[config.mk]
export PLATFORM = sky130hd
export DESIGN_NAME = pipe_stage_skid
export DESIGN_NICKNAME = d
export VERILOG_FILES = /design/src/rtl/pipe_stage_skid.sv
export SDC_FILE = /design/constraint.sdc
export NUM_CORES = 1
export LEC_CHECK = 0
export BUFFER_PORTS_ARGS = -buffer_cell sky130_fd_sc_hd__buf_2
export CAP_MARGIN = 25
export CORE_MARGIN = 2
export CORE_UTILIZATION = 50
export CTS_CLUSTER_DIAMETER = 50
export CTS_CLUSTER_SIZE = 16
export DETAILED_ROUTE_END_ITERATION = 7
export GPL_ROUTABILITY_DRIVEN = 0
export PLACE_DENSITY = 0.79
export SYNTH_ARGS = -nofsm -noshare
export SYNTH_HDL_FRONTEND = slang
export SYNTH_SLANG_ARGS = --single-unit
[constraint.sdc]
create_clock -name clk -period 3.15 [get_ports clk]
set_input_delay 0.315 -clock clk [delete_from_list [all_inputs] [get_ports clk]]
set_output_delay 0.315 -clock clk [all_outputs]
set_load 0.01 [all_outputs]
[src/rtl/pipe_stage_skid.sv]
// pipe_stage_skid
// ---------------
// Pipeline-stage register with a valid/ready handshake on both sides and a
// two-entry skid buffer. in_ready depends only on registered state, which
// breaks the combinational backward ready path. Flush discards the held
// entries and any entry offered in the same cycle. Saturating statistics
// count stall cycles and flushes that discarded work.
//
// Ports:
//   clk        - single clock, rising edge
//   reset      - synchronous, active-high; clears state, data and counters
//   flush      - discard held and incoming entries this cycle
//   in_valid   - upstream bundle valid
//   in_ready   - stage can accept (decoded from state only)
//   in_data    - upstream bundle, DATA_W bits
//   out_valid  - bundle available downstream
//   out_ready  - downstream accepts
//   out_data   - bundle to downstream, always from the main register
//   occupancy  - number of held entries, 0..2
//   stall_cnt  - saturating count of out_valid & ~out_ready cycles
//   flush_cnt  - saturating count of flushes that discarded a valid entry
module pipe_stage_skid #(
    parameter int DATA_W         = 128,
    parameter int CNT_W          = 16,
    parameter bit CLEAR_ON_FLUSH = 1'b1
) (
    input  logic              clk,
    input  logic              reset,
    input  logic              flush,
    input  logic              in_valid,
    output logic              in_ready,
    input  logic [DATA_W-1:0] in_data,
    output logic              out_valid,
    input  logic              out_ready,
    output logic [DATA_W-1:0] out_data,
    output logic [1:0]        occupancy,
    output logic [CNT_W-1:0]  stall_cnt,
    output logic [CNT_W-1:0]  flush_cnt
);

    // Encoding equals the number of held entries, so occupancy is the state.
    typedef enum logic [1:0] {
        EMPTY = 2'd0,
        BUSY  = 2'd1,
        FULL  = 2'd2
    } state_t;

    state_t state_q;
    state_t state_d;

    logic [DATA_W-1:0] main_p0;   // older entry, drives out_data
    logic [DATA_W-1:0] skid_p1;   // newer entry, only used in FULL

    logic acc;
    logic rel;
    logic load_main;
    logic main_from_skid;
    logic load_skid;
    logic stall_evt;
    logic flush_evt;

    function automatic logic [CNT_W-1:0] sat_inc(input logic [CNT_W-1:0] c);
        return (c == {CNT_W{1'b1}}) ? c : c + CNT_W'(1);
    endfunction

    assign out_valid = (state_q != EMPTY);
    assign in_ready  = (state_q != FULL);
    assign occupancy = state_q;
    assign out_data  = main_p0;

    assign acc = in_valid & in_ready;
    assign rel = out_valid & out_ready;

    assign stall_evt = out_valid & ~out_ready;
    assign flush_evt = flush & (out_valid | in_valid);

    always_comb begin
        state_d        = state_q;
        load_main      = 1'b0;
        main_from_skid = 1'b0;
        load_skid      = 1'b0;
        if (flush) begin
            state_d = EMPTY;
        end else begin
            unique case (state_q)
                EMPTY: begin
                    if (acc) begin
                        load_main = 1'b1;
                        state_d   = BUSY;
                    end
                end
                BUSY: begin
                    if (acc && rel) begin
                        load_main = 1'b1;
                    end else if (acc) begin
                        load_skid = 1'b1;
                        state_d   = FULL;
                    end else if (rel) begin
                        state_d = EMPTY;
                    end
                end
                FULL: begin
                    if (rel) begin
                        load_main      = 1'b1;
                        main_from_skid = 1'b1;
                        state_d        = BUSY;
                    end
                end
                default: state_d = EMPTY;
            endcase
        end
    end

    always_ff @(posedge clk) begin
        if (reset) begin
            state_q <= EMPTY;
        end else begin
            state_q <= state_d;
        end
    end

    // ---- stage boundary: main / skid data registers ----
    always_ff @(posedge clk) begin
        if (reset) begin
            main_p0 <= '0;
            skid_p1 <= '0;
        end else if (flush) begin
            if (CLEAR_ON_FLUSH) begin
                main_p0 <= '0;
                skid_p1 <= '0;
            end
        end else begin
            if (load_main) begin
                main_p0 <= main_from_skid ? skid_p1 : in_data;
            end
            if (load_skid) begin
                skid_p1 <= in_data;
            end
        end
    end

    // ---- stage boundary: statistics counters ----
    always_ff @(posedge clk) begin
        if (reset) begin
            stall_cnt <= '0;
            flush_cnt <= '0;
        end else begin
            if (stall_evt) begin
                stall_cnt <= sat_inc(stall_cnt);
            end
            if (flush_evt) begin
                flush_cnt <= sat_inc(flush_cnt);
            end
        end
    end

endmodule

==> impl_metrics.prom, run 1 <==
# TYPE chip_impl_metric gauge
chip_impl_metric{name="yosysWarnings",unit=""} 0
chip_impl_info{name="highest_count_cells_in_the_layout_ignoring_fill_and_taps",value="sky130_fd_sc_hd__buf_2, sky130_fd_sc_hd__dfxtp_1, sky130_fd_sc_hd__nand2_1"} 1
chip_impl_info{name="grt_setup_unrepaired",value="false"} 1
chip_impl_metric{name="postCtsSetupRepairBufs",unit=""} 0
chip_impl_metric{name="cts_sinks",unit=""} 290
chip_impl_metric{name="detail_route.iter0.violations",unit=""} 924
chip_impl_metric{name="nFillCells",unit=""} 2057
chip_impl_metric{name="antenna_nets_post_route",unit=""} 0
chip_impl_metric{name="worst_pin_slew",unit="ns"} 1.12
chip_impl_metric{name="layout_setup_ws",unit="ns"} 0.697
chip_impl_metric{name="fin_worst_hold_slack",unit="ns"} 0.0157
chip_impl_metric{name="grt_first_pass_wirelength",unit="um"} 55900
chip_impl_metric{name="dp_cells",unit=""} 1879
chip_impl_metric{name="rows",unit=""} 58
chip_impl_info{name="chain_of_cells_forming_the_critical_path",value="nand2b_1 -> o21ai_4 -> buf_12 -> a21oi_1 -> a2111oi_0"} 1
chip_impl_metric{name="internal_power",unit="mW"} 6.38
chip_impl_info{name="critical_path.endpoint_type",value="register"} 1
chip_impl_metric{name="timing.final.setup_violations",unit=""} 0
chip_impl_metric{name="max_cap_violations",unit=""} 0
chip_impl_metric{name="post-route-min-period",unit="ns"} 2.45
chip_impl_metric{name="crit_fanout",unit=""} 136
chip_impl_metric{name="detail_route.first_pass.iterations",unit=""} 5
chip_impl_metric{name="synth.ff_latch_count",unit=""} 290
chip_impl_metric{name="grt_max_degree",unit=""} 163
chip_impl_metric{name="die_height",unit="um"} 165
chip_impl_metric{name="worst_endpoint_required_time",unit="ns"} 3.56
chip_impl_info{name="critPathLaunchType",value="register"} 1
chip_impl_metric{name="clkSlewWorstSetupHoldPaths",unit="ns"} 0.07
chip_impl_metric{name="syn_nets",unit=""} 1511
chip_impl_metric{name="yosys.area.top_type_share",unit="%"} 45.1
chip_impl_info{name="ys.flop_type",value="sky130_fd_sc_hd__dfxtp_1"} 1
chip_impl_metric{name="worst_rel_slew_slack",unit="%"} 25.3
chip_impl_metric{name="routedLengthMet1",unit="um"} 14900
chip_impl_info{name="tritoncts",value="yes"} 1
chip_impl_metric{name="portbufs",unit=""} 296
chip_impl_metric{name="cpPeakStageDelay",unit="ns"} 0.51
chip_impl_metric{name="place_ws",unit="ns"} 0.805
chip_impl_metric{name="worst_skew_pair.late_latency",unit="ns"} 0.55
chip_impl_metric{name="register_area_share_after_synthesis",unit="%"} 45.1
chip_impl_metric{name="die_width",unit="um"} 165
chip_impl_metric{name="cts.path.max_buffers",unit=""} 3
chip_impl_metric{name="yosys.area_share.xor_xnor",unit="%"} 0
chip_impl_metric{name="final_hold_violation_count",unit=""} 0
chip_impl_metric{name="cts-buffers-inserted",unit=""} 30
chip_impl_metric{name="cell_area_synth",unit="sq um"} 12900
chip_impl_metric{name="p_sw",unit="mW"} 2.10
chip_impl_metric{name="fin_tns_setup",unit="ns"} 0
chip_impl_metric{name="synth.mux.area_fraction",unit="%"} 10.8
chip_impl_metric{name="design.die.area",unit="sq um"} 27100
chip_impl_metric{name="synth_enable_flop_cells",unit=""} 0
chip_impl_metric{name="final_cells",unit=""} 1973
chip_impl_info{name="crit_path_top_delay_cell",value="sky130_fd_sc_hd__a2111oi_0"} 1
chip_impl_metric{name="synth.distinct_cells",unit=""} 52
chip_impl_metric{name="drcViolationCount",unit=""} 0
chip_impl_info{name="synth_top_family_by_area",value="compound AO/OA/AOI/OAI gates"} 1
chip_impl_metric{name="vias_after_detailed_routing",unit=""} 11600
chip_impl_info{name="cts.root.buffer_cell",value="sky130_fd_sc_hd__clkbuf_16"} 1
chip_impl_metric{name="synth-compound-area-share",unit="%"} 26.9
chip_impl_metric{name="leakage_power_of_the_design",unit="nW"} 5.45
chip_impl_metric{name="routed_wl",unit="um"} 35200
chip_impl_metric{name="core_region_area",unit="sq um"} 25300
chip_impl_metric{name="vias_in_the_first_global_route",unit=""} 11100
chip_impl_metric{name="slew_violations",unit=""} 0
chip_impl_info{name="status",value="complete, no violations"} 1
chip_impl_info{name="holdCritPathClass",value="in2reg"} 1
chip_impl_metric{name="achievable_frequency",unit="GHz"} 0.408
chip_impl_metric{name="power.share.clock",unit="%"} 46.5
chip_impl_metric{name="synthAdderAreaFrac",unit="%"} 0.194
chip_impl_metric{name="num_io_pins",unit=""} 297
chip_impl_metric{name="all_layer_global_routing_usage",unit="%"} 24.7
chip_impl_info{name="final_common_cell",value="sky130_fd_sc_hd__buf_2"} 1
chip_impl_metric{name="start_util",unit="%"} 51.0
chip_impl_metric{name="synth_cells",unit=""} 1376
chip_impl_info{name="worstSetupPathType",value="reg2reg"} 1
chip_impl_metric{name="synthesis.area_per_instance",unit="sq um"} 9.36
chip_impl_metric{name="synth-async-reset-ratio",unit="%"} 0
chip_impl_metric{name="synth_simple_gate_area_share",unit="%"} 11.9
chip_impl_metric{name="dp_hpwl",unit="um"} 20300
chip_impl_metric{name="detail_route.wl_per_cell",unit="um"} 17.8
chip_impl_metric{name="cellPowerDensity",unit="nW/um^2"} 534
chip_impl_metric{name="r2r_cell_count",unit=""} 5
chip_impl_metric{name="globalRouteOverflowTotal",unit=""} 0
chip_impl_metric{name="ir_worst_vdd",unit="mV"} 0.405
chip_impl_metric{name="signal_arrival_time_at_the_worst_endpoint",unit="ns"} 2.86
chip_impl_metric{name="syn2layout_area_growth",unit="%"} 23.3
chip_impl_metric{name="clock_tree.htree_level_count",unit=""} 1
chip_impl_metric{name="share_seq_of_total_power",unit="%"} 44.4
chip_impl_metric{name="comb_power_share",unit="%"} 9.1
chip_impl_metric{name="total_power",unit="mW"} 8.48
chip_impl_metric{name="finClkSkew",unit="ns"} 0.0141
chip_impl_metric{name="dr_wl_met2",unit="um"} 17000
chip_impl_info{name="top_layer",value="met4"} 1
chip_impl_metric{name="hold-path-cell-count",unit=""} 3
chip_impl_metric{name="net_switching_fraction_of_the_power",unit="%"} 24.7
chip_impl_metric{name="met3_length",unit="um"} 2320
chip_impl_metric{name="final_min_period_over_clock_period",unit="%"} 77.9
chip_impl_info{name="post-synth-top-area-cell",value="sky130_fd_sc_hd__dfxtp_1"} 1
chip_impl_info{name="synthTopCellsByArea",value="sky130_fd_sc_hd__dfxtp_1, sky130_fd_sc_hd__a2111oi_2, sky130_fd_sc_hd__a21oi_1, sky130_fd_sc_hd__mux2i_1, sky130_fd_sc_hd__nand2_1"} 1
chip_impl_metric{name="avgViaCountPerCell",unit=""} 5.89
chip_impl_metric{name="antenna_found_initial",unit=""} 5
chip_impl_metric{name="num-nets-final",unit=""} 1749
chip_impl_metric{name="drive_gt1_share",unit="%"} 29.6
[per-layer routing]
| layer | up-vias | GRT usage [%] |
|---|---|---|
| li1 | 5552 | - |
| met1 | 5576 | 32.3 |
| met2 | 415 | 42.0 |
| met3 | 73 | 4.32 |
| met4 | 0 | 7.19 |
| met5 | - | 0 |
[critical path: cells and delay by family, from the launching register on]
| family | cells | cell delay (ns) |
|---|---|---|
| AOI/OAI and AO/OA | 3 | 1.00 |
| buffers and inverters | 1 | 0.49 |
| and+or+nand+nor | 1 | 0.27 |
| DFF | 1 | 0.44 |
[synth_stat cells, types with 3 or more instances]
library cell	number
sky130_fd_sc_hd__buf_2	20
sky130_fd_sc_hd__o31ai_1	11
sky130_fd_sc_hd__and2_1	3
sky130_fd_sc_hd__o21ai_0	10
sky130_fd_sc_hd__nand3_1	8
sky130_fd_sc_hd__mux2_2	7
sky130_fd_sc_hd__a21oi_1	275
sky130_fd_sc_hd__a2111oi_1	20
sky130_fd_sc_hd__clkbuf_1	93
sky130_fd_sc_hd__o41ai_1	3
sky130_fd_sc_hd__inv_1	8
sky130_fd_sc_hd__nor2b_1	9
sky130_fd_sc_hd__a211oi_1	5
sky130_fd_sc_hd__buf_1	6
sky130_fd_sc_hd__nor2_1	11
sky130_fd_sc_hd__mux2i_1	131
sky130_fd_sc_hd__or3_1	7
sky130_fd_sc_hd__or4_1	8
sky130_fd_sc_hd__nand4_1	9
sky130_fd_sc_hd__nand2_1	277
sky130_fd_sc_hd__dfxtp_1	290
sky130_fd_sc_hd__o311ai_0	3
sky130_fd_sc_hd__buf_4	10
sky130_fd_sc_hd__a2111oi_0	9
sky130_fd_sc_hd__a2111oi_2	100
sky130_fd_sc_hd__buf_6	6
sky130_fd_sc_hd__nor3_1	5
[sequential cells by signal, indices dropped and copies added (netlist names)]
register	cells
out_data	128
skid_p1	128
occupancy	2
stall_cnt	16
flush_cnt	16
[power groups by stage]
stage                     logic (mW)  clock network [mW]  registers [mW]
after floorplan                0.443                   0            3.87
after global placement         0.712                   0            3.84
after detailed placement       0.727                   0            3.84
after CTS                      0.763                4.00            3.76
after global routing           0.832                4.18            3.77
final                          0.769                3.95            3.76
[layout make-up]
cell class              count  area, sq um  share of cell area [%]
clock inverters            22          319                    2.01
diodes                      5         12.5                  0.0788
flip-flops and latches    290         5810                    36.6
multi-input cells         942         6460                    40.7
well taps                 330          413                    2.60
inverters                   8         32.5                   0.205
clock buffers              34          807                    5.08
repair buffers            342         2030                    12.8
[worst paths after layout]
path	start	endpoint	slack, ns
setup reg to reg	occupancy[1]$_SDFFE_PP0P_	out_data[82]$_SDFFE_PP0P_	0.70
hold / removal	in_data[54]	skid_p1[54]$_SDFFE_PP0P_	0.02
hold reg to reg	skid_p1[45]$_SDFFE_PP0P_	skid_p1[45]$_SDFFE_PP0P_	0.45
setup / recovery	occupancy[1]$_SDFFE_PP0P_	out_data[82]$_SDFFE_PP0P_	0.70
[what timing repair did]
action,CTS,global route
endpoints found under the hold margin,32,1
gates resized for setup,0,0
endpoints found under the setup margin,0,0
hold buffers,32,1
[stage by stage]
stage / utilization [%] / area (sq um)
6_report: 62.9 / 15900
3_3_place_gp: 57.1 / 14400
2_1_floorplan: - / 12900
5_1_grt: 62.9 / 15900
3_5_place_dp: 57.1 / 14400
4_1_cts: 62.8 / 15900
[cell families after synthesis]
group                    Yosys count
multiplexers                     138
flip-flops                       290
adder cells (fa/ha/maj)            2
AO/OA/AOI/OAI                    446
buffers and inverters            144
AND/OR/NAND/NOR                  356
Note: power is estimated with default switching activity, not from simulation.
==> run 2: changes to the inputs <==
Settings changed: ABC_AREA from default to 1.
Clock period 3.15 ns to 2.6 ns, I/O delays scaled along.
==> run 2 against run 1 <==
  * Global-route usage fell by 1.5 points
  * Worst hold slack got worse by 0.0030 ns
  * Clock skew rose by 0.0016 ns
  * Sequential share of layout area rose by 0.43 points
  * Die area fell by 2.6%
  * Wire length fell by 8.8%
  * First-iteration DRC count rose by 0.43%
==> impl_metrics.prom, run 2 <==
# TYPE chip_impl_metric gauge
chip_impl_info{name="yosysMostFrequentCell",value="sky130_fd_sc_hd__dfxtp_1"} 1
chip_impl_metric{name="detail_route.iter0.violations",unit=""} 928
chip_impl_metric{name="achievable_frequency",unit="GHz"} 0.483
chip_impl_metric{name="synth_enable_flop_cells",unit=""} 0
chip_impl_metric{name="p_sw",unit="mW"} 2.48
chip_impl_metric{name="register_area_share_after_synthesis",unit="%"} 46.3
chip_impl_info{name="ys.flop_type",value="sky130_fd_sc_hd__dfxtp_1"} 1
chip_impl_info{name="highest_count_cells_in_the_layout_ignoring_fill_and_taps",value="sky130_fd_sc_hd__buf_2, sky130_fd_sc_hd__dfxtp_1, sky130_fd_sc_hd__a21oi_1"} 1
chip_impl_metric{name="antenna_nets_post_route",unit=""} 0
chip_impl_metric{name="design.die.area",unit="sq um"} 26400
chip_impl_metric{name="drive_gt1_share",unit="%"} 18.9
chip_impl_info{name="critPathLaunchType",value="register"} 1
chip_impl_metric{name="detail_route.first_pass.iterations",unit=""} 5
chip_impl_metric{name="total_power",unit="mW"} 10.1
chip_impl_metric{name="yosysWarnings",unit=""} 0
chip_impl_info{name="cp-endpoint",value="skid_p1[16]$_SDFFE_PP0P_"} 1
chip_impl_info{name="tritoncts",value="yes"} 1
chip_impl_metric{name="cts-buffers-inserted",unit=""} 31
chip_impl_metric{name="fin_tns_setup",unit="ns"} 0
chip_impl_info{name="top_layer",value="met4"} 1
chip_impl_info{name="synthTopCellsByArea",value="sky130_fd_sc_hd__dfxtp_1, sky130_fd_sc_hd__a21oi_1, sky130_fd_sc_hd__o21ai_0, sky130_fd_sc_hd__inv_1, sky130_fd_sc_hd__o21a_1"} 1
chip_impl_metric{name="all_layer_global_routing_usage",unit="%"} 23.2
chip_impl_metric{name="worst_skew_pair.late_latency",unit="ns"} 0.55
chip_impl_metric{name="synth-async-reset-ratio",unit="%"} 0
chip_impl_metric{name="start_util",unit="%"} 51.3
chip_impl_info{name="synthTopCellsByCount",value="sky130_fd_sc_hd__dfxtp_1, sky130_fd_sc_hd__a21oi_1, sky130_fd_sc_hd__inv_1"} 1
chip_impl_metric{name="cts_sinks",unit=""} 290
chip_impl_metric{name="worst_endpoint_required_time",unit="ns"} 3.07
chip_impl_metric{name="internal_power",unit="mW"} 7.60
chip_impl_metric{name="ir_worst_vdd",unit="mV"} 0.614
chip_impl_info{name="cts.root.buffer_cell",value="sky130_fd_sc_hd__clkbuf_16"} 1
chip_impl_metric{name="worst_rel_slew_slack",unit="%"} 39.5
chip_impl_metric{name="detail_route.wl_per_cell",unit="um"} 13.8
chip_impl_metric{name="clkSlewWorstSetupHoldPaths",unit="ns"} 0.07
chip_impl_metric{name="vias_after_detailed_routing",unit=""} 11900
chip_impl_metric{name="drcViolationCount",unit=""} 0
chip_impl_metric{name="met3_length",unit="um"} 2420
chip_impl_metric{name="comb_power_share",unit="%"} 8.2
chip_impl_metric{name="post-route-min-period",unit="ns"} 2.07
chip_impl_metric{name="worst_pin_slew",unit="ns"} 0.907
chip_impl_metric{name="final_hold_violation_count",unit=""} 0
chip_impl_metric{name="finalInstanceArea",unit="sq um"} 15700
chip_impl_metric{name="core_region_area",unit="sq um"} 24500
chip_impl_metric{name="portbufs",unit=""} 296
chip_impl_info{name="startpoint",value="occupancy[1]$_SDFFE_PP0P_"} 1
chip_impl_metric{name="routed_wl",unit="um"} 32100
chip_impl_metric{name="routedLengthMet1",unit="um"} 13400
chip_impl_metric{name="postCtsSetupRepairBufs",unit=""} 0
chip_impl_info{name="critical_path.endpoint_type",value="register"} 1
chip_impl_metric{name="max_cap_violations",unit=""} 0
chip_impl_metric{name="cts.path.max_buffers",unit=""} 3
chip_impl_metric{name="die_height",unit="um"} 162
chip_impl_info{name="worst_r2r_endpoint",value="skid_p1[16]$_SDFFE_PP0P_"} 1
chip_impl_metric{name="crit_fanout",unit=""} 100
chip_impl_metric{name="avgViaCountPerCell",unit=""} 5.10
chip_impl_metric{name="cell_area_synth",unit="sq um"} 12500
chip_impl_metric{name="postPlaceCellArea",unit="sq um"} 14100
chip_impl_metric{name="synth.distinct_cells",unit=""} 25
chip_impl_metric{name="final_min_period_over_clock_period",unit="%"} 79.7
chip_impl_metric{name="r2r_cell_count",unit=""} 7
chip_impl_info{name="holdCritPathClass",value="in2reg"} 1
chip_impl_metric{name="finClkSkew",unit="ns"} 0.0157
chip_impl_metric{name="hold-path-cell-count",unit=""} 3
chip_impl_metric{name="antenna_found_initial",unit=""} 1
chip_impl_info{name="grt_setup_unrepaired",value="false"} 1
chip_impl_info{name="post-synth-top-area-cell",value="sky130_fd_sc_hd__dfxtp_1"} 1
chip_impl_metric{name="globalRouteOverflowTotal",unit=""} 0
chip_impl_metric{name="cts-hold-fix-buffers",unit=""} 45
chip_impl_metric{name="synth_cells",unit=""} 1708
chip_impl_info{name="status",value="complete, no violations"} 1
chip_impl_metric{name="syn_nets",unit=""} 1843
chip_impl_metric{name="timing.final.setup_violations",unit=""} 0
chip_impl_metric{name="num_io_pins",unit=""} 297
chip_impl_metric{name="signal_arrival_time_at_the_worst_endpoint",unit="ns"} 2.54
chip_impl_metric{name="die_width",unit="um"} 162
chip_impl_metric{name="worst-r2r-setup-slack",unit="ns"} 0.53
chip_impl_metric{name="num-nets-final",unit=""} 2113
chip_impl_metric{name="yosys.area.top_type_share",unit="%"} 46.3
chip_impl_info{name="crit-reg2reg-launch",value="occupancy[1]$_SDFFE_PP0P_"} 1
chip_impl_metric{name="leakage_power_of_the_design",unit="nW"} 6.49
chip_impl_metric{name="dp_hpwl",unit="um"} 19800
chip_impl_metric{name="dr_wl_met2",unit="um"} 15300
chip_impl_metric{name="grt_max_degree",unit=""} 157
chip_impl_metric{name="grt_first_pass_wirelength",unit="um"} 51600
chip_impl_metric{name="rows",unit=""} 57
chip_impl_metric{name="postCtsResizedCells",unit=""} 0
chip_impl_metric{name="clock_tree.htree_level_count",unit=""} 1
chip_impl_metric{name="vias_in_the_first_global_route",unit=""} 11000
chip_impl_info{name="final_common_cell",value="sky130_fd_sc_hd__buf_2"} 1
chip_impl_metric{name="syn2layout_area_growth",unit="%"} 25.2
chip_impl_metric{name="cellPowerDensity",unit="nW/um^2"} 642
chip_impl_metric{name="slew_violations",unit=""} 0
chip_impl_info{name="worstSetupPathType",value="reg2reg"} 1
chip_impl_metric{name="synthesis.area_per_instance",unit="sq um"} 7.34
chip_impl_metric{name="share_seq_of_total_power",unit="%"} 45.5
chip_impl_metric{name="synth.ff_latch_count",unit=""} 290
chip_impl_metric{name="power.share.clock",unit="%"} 46.3
chip_impl_metric{name="net_switching_fraction_of_the_power",unit="%"} 24.6
run 2: cell types whose count changed in the layout (fill, tap and decap cells not counted), sizes merged, moves of 9 or more:
cell	change
inv	+276
a2111oi	-129
o31ai	-11
nand2	-41
or4	-9
nand3	+13
mux2i	-131
o21ai	+249
nor2	+45
nor2b	-9
dlygate4sd3	+12
o21a	+128
run 2: worst min path at each step:
stage	from	end	slack [ns]
6_report	in_data[105]	skid_p1[105]$_SDFFE_PP0P_	0.01
4_1_cts	in_data[78]	skid_p1[78]$_SDFFE_PP0P_	0.000001
3_3_place_gp	skid_p1[64]$_SDFFE_PP0P_	skid_p1[64]$_SDFFE_PP0P_	0.43
5_1_grt	in_data[93]	skid_p1[93]$_SDFFE_PP0P_	0.01
3_5_place_dp	skid_p1[80]$_SDFFE_PP0P_	skid_p1[80]$_SDFFE_PP0P_	0.44
2_1_floorplan	skid_p1[100]$_SDFFE_PP0P_	skid_p1[100]$_SDFFE_PP0P_	0.42
run 2: final cells by class:
cell class	instances	area (sq um)
Tap cell	324	405
Clock inverter	22	282
Sequential cell	290	5810
Antenna cell	1	2.50
Clock buffer	35	821
Multi-Input combinational cell	1016	5170
Fill cell	2080	8770
Inverter	284	1070
Timing Repair Buffer	355	2140
run 2: power by group through the flow:
stage	clock (mW)	sequential [mW]	combinational, mW
after floorplan	0	4.71	0.421
after global placement	0	4.68	0.744
after detailed placement	0	4.68	0.764
after CTS	4.76	4.58	0.825
after global routing	4.94	4.59	0.926
final	4.67	4.58	0.826
run 2: kinds of logic (layout without fill, tap and decap cells):
| family | count (synthesis) | after routing | synth area share, % |
|---|---|---|---|
| buffers and inverters | 402 | 696 | 12.6 |
| adder cells (fa/ha/maj) | 2 | 2 | 0.200 |
| AO/OA/AOI/OAI | 672 | 672 | 29.5 |
| XOR/XNOR | 12 | 12 | 0.838 |
| AND/OR/NAND/NOR | 330 | 330 | 10.6 |
| flip-flops | 290 | 290 | 46.3 |
| other | 0 | 1 | 0 |
run 2: worst max-delay path, cell delays in order, from the launching register on:
cell and delay [ns]:
sky130_fd_sc_hd__dfxtp_1 0.47, sky130_fd_sc_hd__inv_2 0.06, sky130_fd_sc_hd__nand2_1 0.12, sky130_fd_sc_hd__nor3_1 0.09, sky130_fd_sc_hd__o21ai_4 0.08, sky130_fd_sc_hd__buf_4 0.69, sky130_fd_sc_hd__o21ai_0 0.21, sky130_fd_sc_hd__a21oi_1 0.19
run 2: stage by stage:
stage | worst slack (ns) | hold WS (ns) | util, % | instances
2_1_floorplan | 1.02 | 0.425 | - | 1708
3_3_place_gp | 0.711 | 0.433 | 57.8 | 2224
3_5_place_dp | 0.629 | 0.439 | 57.8 | 2224
4_1_cts | 0.593 | 0.00000150 | 64.2 | 2326
5_1_grt | 0.371 | 0.0101 | 64.2 | 2327
6_report | 0.528 | 0.0126 | 64.2 | 2327
run 2: routing by layer:
metal	track usage (%)	up-vias
met1	28.2	5385
met5	0	-
met4	7.20	0
li1	-	6071
met3	5.47	62
met2	40.8	341
==> run 3: changes to the inputs <==
Settings changed: CORE_UTILIZATION 50 to 49, PLACE_DENSITY 0.79 to 0.81.
Clock period 2.6 ns to 1.75 ns, I/O delays scaled along.
==> run 3 against run 2 <==
  * Clock power grew 35%
  * Power grew 45%
  * Worst setup slack lost 0.44 ns
  * Clock-buffer cell count grew 1
  * Register-to-register slack lost 0.44 ns
  * Via count grew 8.1%
  * Global-route usage grew 2.2 points
  * Largest cell class unchanged
  * Largest power group is now registers
  * Highest routed layer unchanged
==> impl_metrics.prom, run 3 (synthesis results as in run 2) <==
# TYPE chip_impl_metric gauge
chip_impl_info{name="status",value="complete, no violations"} 1
chip_impl_metric{name="die_width",unit="um"} 164
chip_impl_metric{name="worst_endpoint_required_time",unit="ns"} 2.17
chip_impl_metric{name="cts-buffers-inserted",unit=""} 28
chip_impl_metric{name="worst_pin_slew",unit="ns"} 0.688
chip_impl_info{name="whs_endpoint",value="occupancy[1]$_SDFFE_PP0P_"} 1
chip_impl_metric{name="vias_in_the_first_global_route",unit=""} 12100
chip_impl_metric{name="dr_wl_met2",unit="um"} 17800
chip_impl_metric{name="worst-r2r-setup-slack",unit="ns"} 0.08
chip_impl_metric{name="max_cap_violations",unit=""} 0
chip_impl_metric{name="routedLengthMet1",unit="um"} 14400
chip_impl_metric{name="antenna_nets_post_route",unit=""} 0
chip_impl_info{name="critical_path.endpoint_type",value="register"} 1
chip_impl_metric{name="start_util",unit="%"} 49.8
chip_impl_metric{name="detail_route.wl_per_cell",unit="um"} 14.7
chip_impl_metric{name="clock_tree.htree_level_count",unit=""} 1
chip_impl_metric{name="dp_hpwl",unit="um"} 21100
chip_impl_metric{name="slew_violations",unit=""} 0
chip_impl_metric{name="vias_after_detailed_routing",unit=""} 12800
chip_impl_metric{name="met3_length",unit="um"} 2490
chip_impl_info{name="worstSetupPathType",value="reg2reg"} 1
chip_impl_metric{name="avgViaCountPerCell",unit=""} 5.20
chip_impl_metric{name="place_ws",unit="ns"} -0.0794
chip_impl_metric{name="worst_rel_slew_slack",unit="%"} 54.1
chip_impl_info{name="tritoncts",value="yes"} 1
chip_impl_metric{name="post-route-min-period",unit="ns"} 1.67
chip_impl_info{name="hp-start",value="out_ready"} 1
chip_impl_metric{name="layout_setup_ws",unit="ns"} 0.0841
chip_impl_metric{name="die_height",unit="um"} 164
chip_impl_metric{name="cts.path.max_buffers",unit=""} 3
chip_impl_info{name="crit-reg2reg-launch",value="occupancy[1]$_SDFFE_PP0P_"} 1
chip_impl_metric{name="drcViolationCount",unit=""} 0
chip_impl_metric{name="num_io_pins",unit=""} 297
chip_impl_metric{name="r2r_cell_count",unit=""} 9
chip_impl_metric{name="final_min_period_over_clock_period",unit="%"} 95.2
chip_impl_info{name="holdCritPathClass",value="in2reg"} 1
chip_impl_metric{name="final_core_utilization",unit="%"} 67.9
chip_impl_metric{name="finClkSkew",unit="ns"} 0.0121
chip_impl_metric{name="drive_gt1_share",unit="%"} 20.0
chip_impl_metric{name="portbufs",unit=""} 296
chip_impl_info{name="worst_r2r_endpoint",value="skid_p1[25]$_SDFFE_PP0P_"} 1
chip_impl_metric{name="total_power",unit="mW"} 14.6
chip_impl_metric{name="fin_worst_hold_slack",unit="ns"} 0.0434
chip_impl_metric{name="postPlaceCellArea",unit="sq um"} 14600
chip_impl_metric{name="ir_worst_vdd",unit="mV"} 0.737
chip_impl_metric{name="grt_first_pass_wirelength",unit="um"} 56900
chip_impl_metric{name="crit_fanout",unit=""} 38
chip_impl_metric{name="finalInstanceArea",unit="sq um"} 17100
chip_impl_info{name="top_layer",value="met4"} 1
chip_impl_info{name="final_common_cell",value="sky130_fd_sc_hd__buf_2"} 1
chip_impl_metric{name="hold-path-cell-count",unit=""} 4
chip_impl_metric{name="rows",unit=""} 58
chip_impl_metric{name="cts_sinks",unit=""} 290
chip_impl_metric{name="signal_arrival_time_at_the_worst_endpoint",unit="ns"} 2.08
chip_impl_metric{name="achievable_frequency",unit="GHz"} 0.600
chip_impl_metric{name="routed_wl",unit="um"} 36300
chip_impl_metric{name="leakage_power_of_the_design",unit="nW"} 7.16
chip_impl_info{name="highest_count_cells_in_the_layout_ignoring_fill_and_taps",value="sky130_fd_sc_hd__buf_2, sky130_fd_sc_hd__dfxtp_1, sky130_fd_sc_hd__a21oi_1"} 1
chip_impl_metric{name="timing.final.setup_violations",unit=""} 0
chip_impl_metric{name="grt_max_degree",unit=""} 72
chip_impl_metric{name="antenna_cells_inserted",unit=""} 0
chip_impl_metric{name="clkSlewWorstSetupHoldPaths",unit="ns"} 0.07
chip_impl_metric{name="detail_route.first_pass.iterations",unit=""} 7
chip_impl_metric{name="all_layer_global_routing_usage",unit="%"} 25.5
chip_impl_metric{name="globalRouteOverflowTotal",unit=""} 0
chip_impl_metric{name="fin_tns_setup",unit="ns"} 0
chip_impl_metric{name="antenna_found_initial",unit=""} 0
chip_impl_metric{name="syn2layout_area_growth",unit="%"} 36.3
chip_impl_metric{name="design.die.area",unit="sq um"} 26900
chip_impl_metric{name="core_region_area",unit="sq um"} 25200
chip_impl_metric{name="detail_route.iter0.violations",unit=""} 1264
chip_impl_metric{name="final_hold_violation_count",unit=""} 0
chip_impl_info{name="critPathLaunchType",value="register"} 1
chip_impl_metric{name="dp_cells",unit=""} 2270
chip_impl_metric{name="worst_skew_pair.late_latency",unit="ns"} 0.54
chip_impl_metric{name="num-nets-final",unit=""} 2249
chip_impl_info{name="cts.root.buffer_cell",value="sky130_fd_sc_hd__clkbuf_16"} 1
chip_impl_metric{name="cellPowerDensity",unit="nW/um^2"} 855
chip_impl_metric{name="final_cells",unit=""} 2465
run 3: cell types whose count changed in the layout (fill, tap and decap cells not counted), moves of 3 or more:
| cell | change |
|---|---|
| sky130_fd_sc_hd__o21ai_0 | -4 |
| sky130_fd_sc_hd__o21ai_1 | +4 |
| sky130_fd_sc_hd__buf_12 | +11 |
| sky130_fd_sc_hd__clkinv_4 | -3 |
| sky130_fd_sc_hd__buf_4 | +39 |
| sky130_fd_sc_hd__inv_6 | -4 |
| sky130_fd_sc_hd__dlygate4sd3_1 | +83 |
run 3: worst max path at each step:
stage                                   start                         end  slack, ns
floorplan           flush_cnt[0]$_SDFFE_PP0P_  flush_cnt[11]$_SDFFE_PP0P_       0.17
global placement    occupancy[0]$_SDFFE_PP0P_   out_data[80]$_SDFFE_PP0P_     -0.007
detailed placement  occupancy[0]$_SDFFE_PP0P_   out_data[77]$_SDFFE_PP0P_      -0.08
CTS                 occupancy[1]$_SDFFE_PP0P_    skid_p1[33]$_SDFFE_PP0P_       0.05
global route        occupancy[1]$_SDFFE_PP0P_    skid_p1[33]$_SDFFE_PP0P_      -0.02
finish              occupancy[1]$_SDFFE_PP0P_    skid_p1[25]$_SDFFE_PP0P_       0.08
run 3: what timing repair did:
item | in CTS | in global routing
endpoints found under the hold margin | 254 | 0
setup endpoints to repair | 123 | 19
setup buffers | 2 | 9
resized for setup | 2 | 7
hold buffers | 128 | 0
pin swaps | 0 | 1
cloned | 1 | 4
run 3: cell type report:
class,count,area (sq um)
clock buffers,36,792
clock inverters,15,180
fillers,1869,8090
inverters,284,1070
multi-input cells,1016,5190
flip-flops and latches,290,5810
well taps,330,413
repair buffers,494,3640
run 3: report_power, final:
part	internal (mW)	total, mW	switching (mW)
combinational	0.704	1.50	0.799
sequential	6.74	6.81	0.0745
clock	3.66	6.30	2.64
total	11.1	14.6	3.51
run 3: worst max-delay path, cell delays in order (launching register included):
cell                      delay [ns]
sky130_fd_sc_hd__dfxtp_2        0.36
sky130_fd_sc_hd__inv_2          0.07
sky130_fd_sc_hd__nand2_1        0.06
sky130_fd_sc_hd__nor3_1         0.13
sky130_fd_sc_hd__buf_4          0.15
sky130_fd_sc_hd__o21ai_4        0.09
sky130_fd_sc_hd__buf_12         0.17
sky130_fd_sc_hd__buf_16         0.17
sky130_fd_sc_hd__o21ai_0        0.24
sky130_fd_sc_hd__a21oi_1        0.09
run 3: layer usage:
metal / up-vias / global-route usage (%)
met2: 495 / 45.5
met4: 0 / 11.1
met1: 5848 / 29.6
li1: 6342 / -
met5: - / 0
met3: 131 / 4.82
